[src/rtl/div_pkg.sv]
//------------------------------------------------------------------------------
// Module      : div_pkg
// Description : Shared types and constants for the sequential restoring divider.
// Revision    : 1.0 - initial release
//------------------------------------------------------------------------------
`default_nettype none

package div_pkg;

    localparam int DIV_DIVIDEND_W = 12;
    localparam int DIV_DIVISOR_W  = 6;

    typedef enum logic [1:0] {
        IDLE = 2'd0,
        CALC = 2'd1,
        DONE = 2'd2
    } div_state_t;

    // Counter must be able to hold the value DIVIDEND_W.
    function automatic int cnt_width(input int n);
        return $clog2(n + 1);
    endfunction

    localparam int CNT_W = cnt_width(DIV_DIVIDEND_W);

endpackage

`default_nettype wire

[src/rtl/div_step.sv]
//------------------------------------------------------------------------------
// Module      : div_step
// Description : One combinational restoring-division step (shift in, trial subtract).
// Revision    : 1.0 - initial release
//------------------------------------------------------------------------------
`default_nettype none

module div_step #(
    parameter int DIVISOR_W = 6
) (
    input  logic [DIVISOR_W:0]   pr,
    input  logic                 in_bit,
    input  logic [DIVISOR_W-1:0] divisor,
    output logic [DIVISOR_W:0]   pr_next,
    output logic                 q_bit
);

    logic [DIVISOR_W:0] w_shifted;
    logic [DIVISOR_W:0] w_diff;
    logic               w_unused_pr_msb;

    // After a restoring step pr < divisor, so its MSB is never shifted out.
    assign w_unused_pr_msb = pr[DIVISOR_W];

    assign w_shifted = {pr[DIVISOR_W-1:0], in_bit};
    assign w_diff    = w_shifted - {1'b0, divisor};
    assign q_bit     = (w_shifted >= {1'b0, divisor});
    assign pr_next   = q_bit ? w_diff : w_shifted;

endmodule

`default_nettype wire

[src/rtl/seq_restoring_divider.sv]
//------------------------------------------------------------------------------
// Module      : seq_restoring_divider
// Description : Iterative unsigned restoring divider, one quotient bit per clock,
//               valid/ready on both sides. Optional SEQ_RESTORING_DIVIDER_DBZ_EN
//               enables early divide-by-zero completion.
// Revision    : 1.0 - initial release
//------------------------------------------------------------------------------
`default_nettype none

module seq_restoring_divider
    import div_pkg::*;
#(
    parameter int DIVIDEND_W = DIV_DIVIDEND_W,
    parameter int DIVISOR_W  = DIV_DIVISOR_W
) (
    input  logic                  clk,
    input  logic                  rst_n,
    input  logic                  in_valid,
    output logic                  in_ready,
    input  logic [DIVIDEND_W-1:0] dividend,
    input  logic [DIVISOR_W-1:0]  divisor,
    output logic                  out_valid,
    input  logic                  out_ready,
    output logic [DIVIDEND_W-1:0] quotient,
    output logic [DIVISOR_W-1:0]  remainder,
    output logic                  div_by_zero
);

    localparam int                  c_cnt_w    = cnt_width(DIVIDEND_W);
    localparam logic [c_cnt_w-1:0]  c_cnt_last = c_cnt_w'(DIVIDEND_W - 1);
    localparam logic [c_cnt_w-1:0]  c_cnt_one  = c_cnt_w'(1);

    div_state_t              r_state;
    div_state_t              w_state_next;
    logic [DIVIDEND_W-1:0]   r_q;
    logic [DIVISOR_W:0]      r_pr;
    logic [DIVISOR_W-1:0]    r_divisor;
    logic [c_cnt_w-1:0]      r_cnt;
    logic [DIVISOR_W:0]      w_pr_next;
    logic                    w_q_bit;

    div_step #(
        .DIVISOR_W (DIVISOR_W)
    ) u_div_step (
        .pr      (r_pr),
        .in_bit  (r_q[DIVIDEND_W-1]),
        .divisor (r_divisor),
        .pr_next (w_pr_next),
        .q_bit   (w_q_bit)
    );

    always_ff @(posedge clk or negedge rst_n) begin
        if (!rst_n) begin
            r_state <= IDLE;
        end else begin
            r_state <= w_state_next;
        end
    end

    always_comb begin
        w_state_next = r_state;
        case (r_state)
            IDLE: begin
                if (in_valid) begin
`ifdef SEQ_RESTORING_DIVIDER_DBZ_EN
                    w_state_next = (divisor == '0) ? DONE : CALC;
`else
                    w_state_next = CALC;
`endif
                end
            end
            CALC: begin
                if (r_cnt == c_cnt_last) begin
                    w_state_next = DONE;
                end
            end
            DONE: begin
                if (out_ready) begin
                    w_state_next = IDLE;
                end
            end
            default: w_state_next = IDLE;
        endcase
    end

    always_ff @(posedge clk or negedge rst_n) begin
        if (!rst_n) begin
            r_q       <= '0;
            r_pr      <= '0;
            r_divisor <= '0;
            r_cnt     <= '0;
        end else begin
            case (r_state)
                IDLE: begin
                    if (in_valid) begin
                        r_q       <= dividend;
                        r_divisor <= divisor;
                        r_pr      <= '0;
                        r_cnt     <= '0;
`ifdef SEQ_RESTORING_DIVIDER_DBZ_EN
                        if (divisor == '0) begin
                            r_q <= '1;
                        end
`endif
                    end
                end
                CALC: begin
                    r_q   <= {r_q[DIVIDEND_W-2:0], w_q_bit};
                    r_pr  <= w_pr_next;
                    r_cnt <= r_cnt + c_cnt_one;
                end
                default: ;
            endcase
        end
    end

`ifdef SEQ_RESTORING_DIVIDER_DBZ_EN
    logic r_dbz;

    always_ff @(posedge clk or negedge rst_n) begin
        if (!rst_n) begin
            r_dbz <= 1'b0;
        end else if (r_state == IDLE && in_valid) begin
            r_dbz <= (divisor == '0);
        end
    end

    assign div_by_zero = r_dbz;
`else
    assign div_by_zero = 1'b0;
`endif

    assign in_ready  = (r_state == IDLE);
    assign out_valid = (r_state == DONE);
    assign quotient  = r_q;
    assign remainder = r_pr[DIVISOR_W-1:0];

endmodule

`default_nettype wire

[config.mk]
export PLATFORM = sky130hd
export DESIGN_NAME = seq_restoring_divider
export DESIGN_NICKNAME = d
export VERILOG_FILES = /design/src/rtl/div_pkg.sv /design/src/rtl/div_step.sv /design/src/rtl/seq_restoring_divider.sv
export SDC_FILE = /design/constraint.sdc
export NUM_CORES = 1
export LEC_CHECK = 0
export BUFFER_PORTS_ARGS = -buffer_cell sky130_fd_sc_hd__buf_2
export CORE_ASPECT_RATIO = 0.75
export CORE_UTILIZATION = 35
export CTS_CLUSTER_DIAMETER = 100
export DETAILED_ROUTE_END_ITERATION = 12
export GPL_TIMING_DRIVEN = 0
export PLACE_DENSITY_LB_ADDON = 0.15
export SLEW_MARGIN = 15
export SYNTH_ARGS = -nofsm -noshare
export SYNTH_HDL_FRONTEND = slang
export SYNTH_HIERARCHICAL = 1
export SYNTH_SLANG_ARGS = --single-unit
[constraint.sdc]
create_clock -name clk -period 3.11 [get_ports clk]
set_input_delay 0.622 -clock clk [delete_from_list [all_inputs] [get_ports clk]]
set_output_delay 0.622 -clock clk [all_outputs]
set_load 0.01 [all_outputs]
==> impl_metrics.json <==
{
  "arrival_ns": 2.36,
  "start_kind": "register",
  "core.rowCount": 21,
  "core_area_um2": 4620,
  "final_max_slew_viol_count": 0,
  "finalSetupViolCount": 0,
  "fmax_mhz": 456,
  "cts_buffers": 5,
  "drtIter0Drc": 87,
  "io_pins": 43,
  "ant_nets": 0,
  "cts-hold-fix-buffers": 0,
  "holdCritPathClass": "in -> async",
  "die_area_um2": 5280,
  "hold_violations": 0,
  "utilization_pct": 45.7,
  "portBuffers": 41,
  "tns_ns": 0,
  "grt_max_degree": 31,
  "yosys_warnings": 6,
  "multiInputGateArea_um2": 857,
  "diodes": 0,
  "hpwlAfterDp_um": 3010,
  "postSynthAreaPerCell_um2": 10.5,
  "period_share_pct": 70.6,
  "dr.pass1.iters": 5,
  "worst_slew_pin_slew_ns": 0.676,
  "final_common_cell": "buf_2",
  "drt_wl_total_um": 3860,
  "r2r_cells": 5,
  "layout-drive-gt1-share_pct": 37.2,
  "wl_per_cell_um": 14.2,
  "clockBufferDepth": 2,
  "min_period_ns": 2.20,
  "crit_type": "reg -> reg",
  "register_area_um2": 751,
  "synthesis.area_um2": 1750,
  "slew-limit-headroom_pct": 54.9,
  "grt_pass1_vias": 1407,
  "via_per_inst": 5.00,
  "synthesis.instances": 166,
  "die_x_um": 83.5,
  "p_leak_nw": 1.02,
  "status": "complete, no violations",
  "drcViolationCount": 0,
  "cts_tree": "built",
  "path_clk_slew_ns": 0.07,
  "r2r_start": "r_pr[4]",
  "postCtsSetupBuffers": 0,
  "area_growth_pct": 21.1,
  "die_height_um": 63.2,
  "max-cap-violations": 0,
  "grt-ovfl-total": 0,
  "initial_core_util_pct": 37.7,
  "rsz0062_at_grt": "no",
  "root_buffer": "clkbuf_8",
  "clock_sinks": 30,
  "regToRegSetupSlack_ns": 0.91,
  "antenna_found_initial": 0,
  "layout_common_cells": "buf_2, dfrtp_1, o21ai_0",
  "fill_cells": 464,
  "cp_data_required_time_ns": 3.27,
  "r2r-end": "r_pr[2]",
  "worst_setup_path_end_kind": "register",
  "path_max_fanout": 7,
  "peakVddDrop_mv": 0.464,
  "grt_first_pass_wirelength_um": 6580,
  "skew_ns": 0.00660,
  "p_per_area_nw_per_um2": 1240,
  "syn_nets": 197,
  "clock_latency_ns": 0.28,
  "grt_usage_pct": 15.7,
  "post_cts_resized": 0,
  "cts_max_level": 2,
  "fin_nets": 245,
  "vias": 1361,
  "place_congestion": 0.776
}
==> per-layer routing <==
layer | GRT usage [%] | vias up | part of all wire (%)
li1 | - | 680 | -
met3 | 4.46 | 2 | 5.0
met4 | 4.66 | 0 | 0.47
met5 | 0 | - | 0
met1 | 22.2 | 638 | 54
met2 | 23.5 | 41 | 41
==> layout make-up <==
type | count | share of cell area, %
Multi-Input combinational cell | 111 | 40.6
Sequential cell | 30 | 35.5
Timing Repair Buffer | 41 | 9.71
Buffer | 15 | 4.74
Clock buffer | 7 | 4.09
Tap cell | 57 | 3.37
Inverter | 10 | 1.78
Clock inverter | 1 | 0.237
==> per-stage QoR <==
| stage | cell area, µm² | cells | hold WS, ns | power, mW | setup WS [ns] |
|---|---|---|---|---|---|
| detailed placement | 2020 | 264 | 0.494 | 2.32 | 0.919 |
| global placement | 2020 | 264 | 0.483 | 2.25 | 0.963 |
| CTS | 2110 | 272 | 0.411 | 2.65 | 0.902 |
| finish | 2110 | 272 | 0.383 | 2.62 | 0.915 |
| global route | 2110 | 272 | 0.433 | 2.85 | 0.817 |
| floorplan | 1750 | 166 | 0.326 | 1.92 | 1.08 |
==> state kept, by name, indices dropped and copies added, names as in the netlist <==
register and count:
quotient 12, r_cnt 4, r_divisor 6, r_pr 6, r_state 2
==> critical path, cell delays in order (launching register included) <==
cell	delay, ns
dfrtp_1	0.43
ha_1	0.41
nand3_1	0.15
o31ai_4	0.48
mux2_2	0.39
a22o_1	0.21
==> worst max-delay path by stage <==
stage                  from       to  slack (ns)  cells past startpoint
2_1_floorplan  quotient[11]  r_pr[4]        1.08                      9
3_3_place_gp        r_pr[4]  r_pr[2]        0.96                      5
3_5_place_dp        r_pr[4]  r_pr[4]        0.92                      5
4_1_cts             r_pr[4]  r_pr[4]        0.90                      5
5_1_grt             r_pr[4]  r_pr[2]        0.82                      5
6_report            r_pr[4]  r_pr[2]        0.91                      5
==> power breakdown <==
group          switching (mW)  internal, mW  leakage (nW)
clock network           0.142         0.178        0.0482
logic                   0.724         0.807         0.611
registers               0.178         0.594         0.362
total                    1.04          1.58          1.02
(Power assumes the default switching activity.)
